### config.mk
export PLATFORM = sky130hd
export DESIGN_NAME = thermal_mode_controller
export DESIGN_NICKNAME = d
export VERILOG_FILES = /design/src/rtl/thermal_mode_controller.sv
export SDC_FILE = /design/constraint.sdc
export NUM_CORES = 1
export LEC_CHECK = 0
export CAP_MARGIN = 20
export CORE_ASPECT_RATIO = 0.9
export CORE_MARGIN = 3
export CORE_UTILIZATION = 30
export CTS_CLUSTER_SIZE = 10
export DETAILED_ROUTE_END_ITERATION = 10
export GPL_TIMING_DRIVEN = 0
export SLEW_MARGIN = 20
export SYNTH_ARGS = -nofsm -noshare
export SYNTH_HDL_FRONTEND = slang
export SYNTH_SLANG_ARGS = --single-unit
export TNS_END_PERCENT = 30
### constraint.sdc
create_clock -name clk -period 2.8 [get_ports clk]
set_input_delay 0.42 -clock clk [delete_from_list [all_inputs] [get_ports clk]]
set_output_delay 0.42 -clock clk [all_outputs]
set_load 0.03 [all_outputs]
### src/rtl/thermal_mode_controller.sv
// thermal_mode_controller: greenhouse heat/cool mode FSM with hysteresis, dwell and source priority; ports: clk, rst, sample_valid, sensor readings, nine thresholds -> solar_pump, geo_pump, vent_open, fan_on, solar_overheat, state_code
module thermal_mode_controller #(
  parameter int MIN_DWELL = 4,
  parameter int HYST = 2
) (
  input  logic        clk,
  input  logic        rst,
  input  logic        sample_valid,
  input  logic [15:0] solar_level,
  input  logic [7:0]  solar_temp,
  input  logic [7:0]  greenhouse_temp,
  input  logic [7:0]  ambient_temp,
  input  logic [7:0]  geothermal_temp,
  input  logic [15:0] solar_th,
  input  logic [7:0]  solar_cooldown_th,
  input  logic [7:0]  solar_heatup_th,
  input  logic [7:0]  greenhouse_cooldown_th,
  input  logic [7:0]  greenhouse_heatup_th,
  input  logic [7:0]  ambient_cooldown_th,
  input  logic [7:0]  ambient_heatup_th,
  input  logic [7:0]  geothermal_cooldown_th,
  input  logic [7:0]  geothermal_heatup_th,
  output logic        solar_pump,
  output logic        geo_pump,
  output logic        vent_open,
  output logic        fan_on,
  output logic        solar_overheat,
  output logic [2:0]  state_code
);
  typedef enum logic [2:0] {
    IDLE         = 3'd0,
    HEAT_SOLAR   = 3'd1,
    HEAT_AMBIENT = 3'd2,
    HEAT_GEO     = 3'd3,
    COOL_AMBIENT = 3'd4,
    COOL_GEO     = 3'd5
  } state_t;
  localparam logic [7:0] DWELL = 8'(MIN_DWELL);
  localparam logic signed [8:0] HYST9 = 9'(HYST);
  state_t state, state_nx, heat_sel, cool_sel;
  logic [7:0] dwell_cnt, dwell_inc;
  logic signed [8:0] gh9, hu9, cd9;
  logic heat_need, cool_need, heat_done, cool_done, ready, go;
  logic src_solar, src_amb_h, src_geo_h, src_amb_c, src_geo_c;
  assign gh9 = {greenhouse_temp[7], greenhouse_temp};
  assign hu9 = {greenhouse_heatup_th[7], greenhouse_heatup_th};
  assign cd9 = {greenhouse_cooldown_th[7], greenhouse_cooldown_th};
  assign heat_need = gh9 < hu9;
  assign cool_need = gh9 > cd9;
  assign heat_done = gh9 >= hu9 + HYST9;
  assign cool_done = gh9 <= cd9 - HYST9;
  assign src_solar = (solar_level >= solar_th) && ($signed(solar_temp) > $signed(solar_heatup_th));
  assign src_amb_h = $signed(ambient_temp) > $signed(ambient_heatup_th);
  assign src_geo_h = $signed(geothermal_temp) > $signed(geothermal_heatup_th);
  assign src_amb_c = $signed(ambient_temp) < $signed(ambient_cooldown_th);
  assign src_geo_c = $signed(geothermal_temp) < $signed(geothermal_cooldown_th);
  assign heat_sel = src_solar ? HEAT_SOLAR : src_amb_h ? HEAT_AMBIENT : src_geo_h ? HEAT_GEO : IDLE;
  assign cool_sel = src_amb_c ? COOL_AMBIENT : src_geo_c ? COOL_GEO : IDLE;
  // The current sample counts toward the dwell, so a state entered N samples ago may leave on sample MIN_DWELL.
  assign dwell_inc = (dwell_cnt >= DWELL) ? DWELL : dwell_cnt + 8'd1;
  assign ready = dwell_inc >= DWELL;
  assign go = sample_valid && ready;
  always_comb begin
    state_nx = state;
    case (state)
      IDLE:         state_nx = !go ? state : heat_need ? heat_sel : cool_need ? cool_sel : IDLE;
      HEAT_SOLAR:   state_nx = !go ? state : heat_done ? IDLE : src_solar ? state : heat_sel;
      HEAT_AMBIENT: state_nx = !go ? state : heat_done ? IDLE : src_amb_h ? state : heat_sel;
      HEAT_GEO:     state_nx = !go ? state : heat_done ? IDLE : src_geo_h ? state : heat_sel;
      COOL_AMBIENT: state_nx = !go ? state : cool_done ? IDLE : src_amb_c ? state : cool_sel;
      COOL_GEO:     state_nx = !go ? state : cool_done ? IDLE : src_geo_c ? state : cool_sel;
      default:      state_nx = IDLE;
    endcase
  end
  always_ff @(posedge clk) begin
    if (rst) begin
      state <= IDLE;
      dwell_cnt <= DWELL;
      solar_pump <= 1'b0;
      geo_pump <= 1'b0;
      vent_open <= 1'b0;
      fan_on <= 1'b0;
      solar_overheat <= 1'b0;
    end else begin
      state <= state_nx;
      dwell_cnt <= (state_nx != state) ? 8'd0 : sample_valid ? dwell_inc : dwell_cnt;
      solar_pump <= state_nx == HEAT_SOLAR;
      geo_pump <= state_nx inside {HEAT_GEO, COOL_GEO};
      vent_open <= state_nx inside {HEAT_AMBIENT, COOL_AMBIENT};
      fan_on <= state_nx != IDLE;
      if (sample_valid) solar_overheat <= $signed(solar_temp) > $signed(solar_cooldown_th);
    end
  end
  assign state_code = state;
endmodule

==> impl_metrics.py <==
metrics = {
    "clock_network": {
        "cts_hold_buffers": 0,
        "clk_pin_slew_worst_paths_ns": 0.05,
        "cts_buffers": 3,
        "cts_tree": "yes",
        "cts_root_buf": "clkbuf_16",
        "cts.sinks": 16,
        "h-tree-depth": 1,
        "cts_buffer_depth": 2,
        "clk_latency_ns": 0.24,
    },
    "place": {
        "io_buffer_count": 137,
        "dp.cells": 736,
        "place_congestion": 0.891,
        "hpwl_um": 9160,
    },
    "logic_synthesis": {
        "synthDominantCellAreaShare_pct": 35.4,
        "synth_nets": 676,
        "ys_ff_latch": 16,
        "synthArstFlopShare_pct": 0,
        "ys_top_cells_by_area": "ha_1, inv_1, dfxtp_1",
        "synth_top_cell_by_area": "ha_1",
        "ys_seq_area_share_pct": 9.26,
        "synth_cell_types": 58,
        "post_synth.cell_area_avg_um2": 7.74,
        "synth_edf_count": 0,
        "ys.flop_type": "dfxtp_1",
        "netlist_instances": 447,
        "synthesis.area_um2": 3460,
        "yosys_warnings": 0,
    },
    "hold_path": {
        "hp-class": "flop to flop",
    },
    "worst_setup_path": {
        "cp-end-kind": "flop",
        "worstPathMaxFanout": 4,
        "arrival_ns": 2.94,
        "cp-start-kind": "input pin",
        "required_ns": 2.96,
        "worstSetupPathType": "input pin to flop",
    },
    "sta": {
        "period_share_pct": 99.3,
        "rsz0062_at_grt": "yes",
        "worstMarginPinSlew_ns": 0.538,
        "slew_violations": 0,
        "whs_ns": 0.486,
        "fin_crit_ns": 2.78,
        "finalSetupTns_ns": 0,
        "setup_viol": 0,
        "maxSlewHeadroom_pct": 64.1,
        "skew_ns": 0.00160,
        "hold_viol_final": 0,
        "max_freq_ghz": 0.360,
    },
    "pwr": {
        "leakage_nw": 2.79,
        "power_density_nw_per_um2": 264,
        "power_mw": 1.58,
        "ir_drop_v": 0.000271,
    },
    "global_route": {
        "overflow": 0,
        "grt_max_degree": 11,
        "grt_pass1_vias": 3932,
        "grt_usage_pct": 16.1,
        "antenna_found_initial": 0,
        "grt_first_pass_wirelength_um": 17500,
    },
    "status": {
        "status": "completed",
    },
    "drt": {
        "vias": 3846,
        "wirelength_um": 11600,
        "antenna_left": 0,
        "drtPass1Iterations": 4,
        "routed_via_density": 5.00,
        "drt_iter0_markers": 141,
        "wire_per_inst_um": 15.0,
        "drc_errors": 0,
    },
    "cells_and_area": {
        "area_delta_synth_final_pct": 73.3,
        "diodes": 0,
        "finalNonFillerCells": 769,
        "finish.utilization_pct": 54.4,
        "layout_commonest_cell": "clkdlybuf4s50_1",
        "drive_above_1_share_pct": 24.3,
        "final_cell_mix": "clkdlybuf4s50_1, ha_1, inv_1",
        "nNetsFinal": 847,
    },
    "die": {
        "start_util_pct": 31.4,
        "pin_count": 139,
        "rows": 36,
        "die_height_um": 108,
        "die_area_um2": 12900,
        "core_area_um2": 11000,
        "die_x_um": 119,
    },
    "run": {
        "maxCapViolations": 0,
    },
}
## routing by layer
layer,vias to the layer above,global-route usage (%),routed length (µm)
met5,-,0,0
met4,0,2.56,150
met3,19,2.52,493
met2,107,29.4,5880
met1,1769,20.3,5050
li1,1951,-,-
## path summary, 6_finish.rpt
kind | from | endpoint | slack, ns | cells after the start
setup / recovery | greenhouse_cooldown_th[5] | dwell_cnt[0] | 0.02 | 14
hold / removal | dwell_cnt[5] | dwell_cnt[5] | 0.49 | 1
setup reg to reg | dwell_cnt[0] | dwell_cnt[2] | 0.33 | 10
hold reg to reg | dwell_cnt[5] | dwell_cnt[5] | 0.49 | 1
## worst max-delay path: stages
cell and delay, ns:
clkdlybuf4s15_1 0.28, inv_2 0.08, and3_4 0.17, xnor2_2 0.13, ha_1 0.30, nand4_1 0.15, a21oi_2 0.17, o22ai_2 0.13
a31oi_2 0.18, o21ai_2 0.10, a211oi_4 0.34, o211ai_4 0.16, buf_6 0.14, a211oi_2 0.18
## metrics by stage
step	cell area [µm²]	worst slack (ns)
CTS	5490	0.00217
global route	6000	-0.112
detailed placement	5020	-0.858
finish	6000	0.0197
global placement	5020	-0.818
floorplan	3460	0.0310
## layout make-up
class | instances | area, µm²
Fill cell | 982 | 5040
Inverter | 92 | 355
Clock buffer | 4 | 88.8
Buffer | 2 | 7.51
Multi-Input combinational cell | 337 | 3420
Tap cell | 152 | 190
Sequential cell | 16 | 320
Timing Repair Buffer | 166 | 1620
## power breakdown
group / internal [mW] / switching, mW
Sequential: 0.247 / 0.0153
Combinational: 0.545 / 0.473
Clock: 0.217 / 0.0875
Total: 1.01 / 0.576
## timing repair
action / CTS / global route
endpoints found under the hold margin: 0 / 0
pin swaps: 42 / 60
buffers inserted: 18 / 12
setup endpoints to repair: 15 / 14
gates resized for setup: 96 / 108
## Yosys cell counts (2+ instances only)
cell type  instances
ha_1              98
nor3b_1            5
and2_1             4
a2bb2oi_1          2
nor3_1             9
o22ai_1            4
nand4_1           11
or3b_1             2
a2111oi_0          3
o31a_1             2
a21oi_1           26
nand3b_1           2
nand2b_1           5
a21o_1             9
o221ai_1           2
inv_1             92
dfxtp_1           16
o21ai_0           21
xnor2_1           10
and3_1             4
a31oi_1            4
nand3_1           15
and4_1             2
nor4b_1            4
a32oi_1            3
nor2_1            21
nor2b_1            7
o211ai_1           2
o21a_1             9
o2111ai_1          3
nand2_1           13
or2_2              2
a211oi_1           8
or3_1              3
## logic make-up after synthesis
kind of cell               synth area share (%)
and+or+nand+nor                            19.2
AOI/OAI and AO/OA                          22.8
adders and majority gates                  35.4
buffers and inverters                      10.2
DFF                                        9.26
xor gates and xnor gates                   2.53
muxes                                     0.615
## state kept, by name, indices dropped and copies added (netlist names)
name            cells
state_code          3
solar_overheat      1
vent_open           1
geo_pump            1
dwell_cnt           8
fan_on              1
solar_pump          1
(Power assumes the default switching activity.)
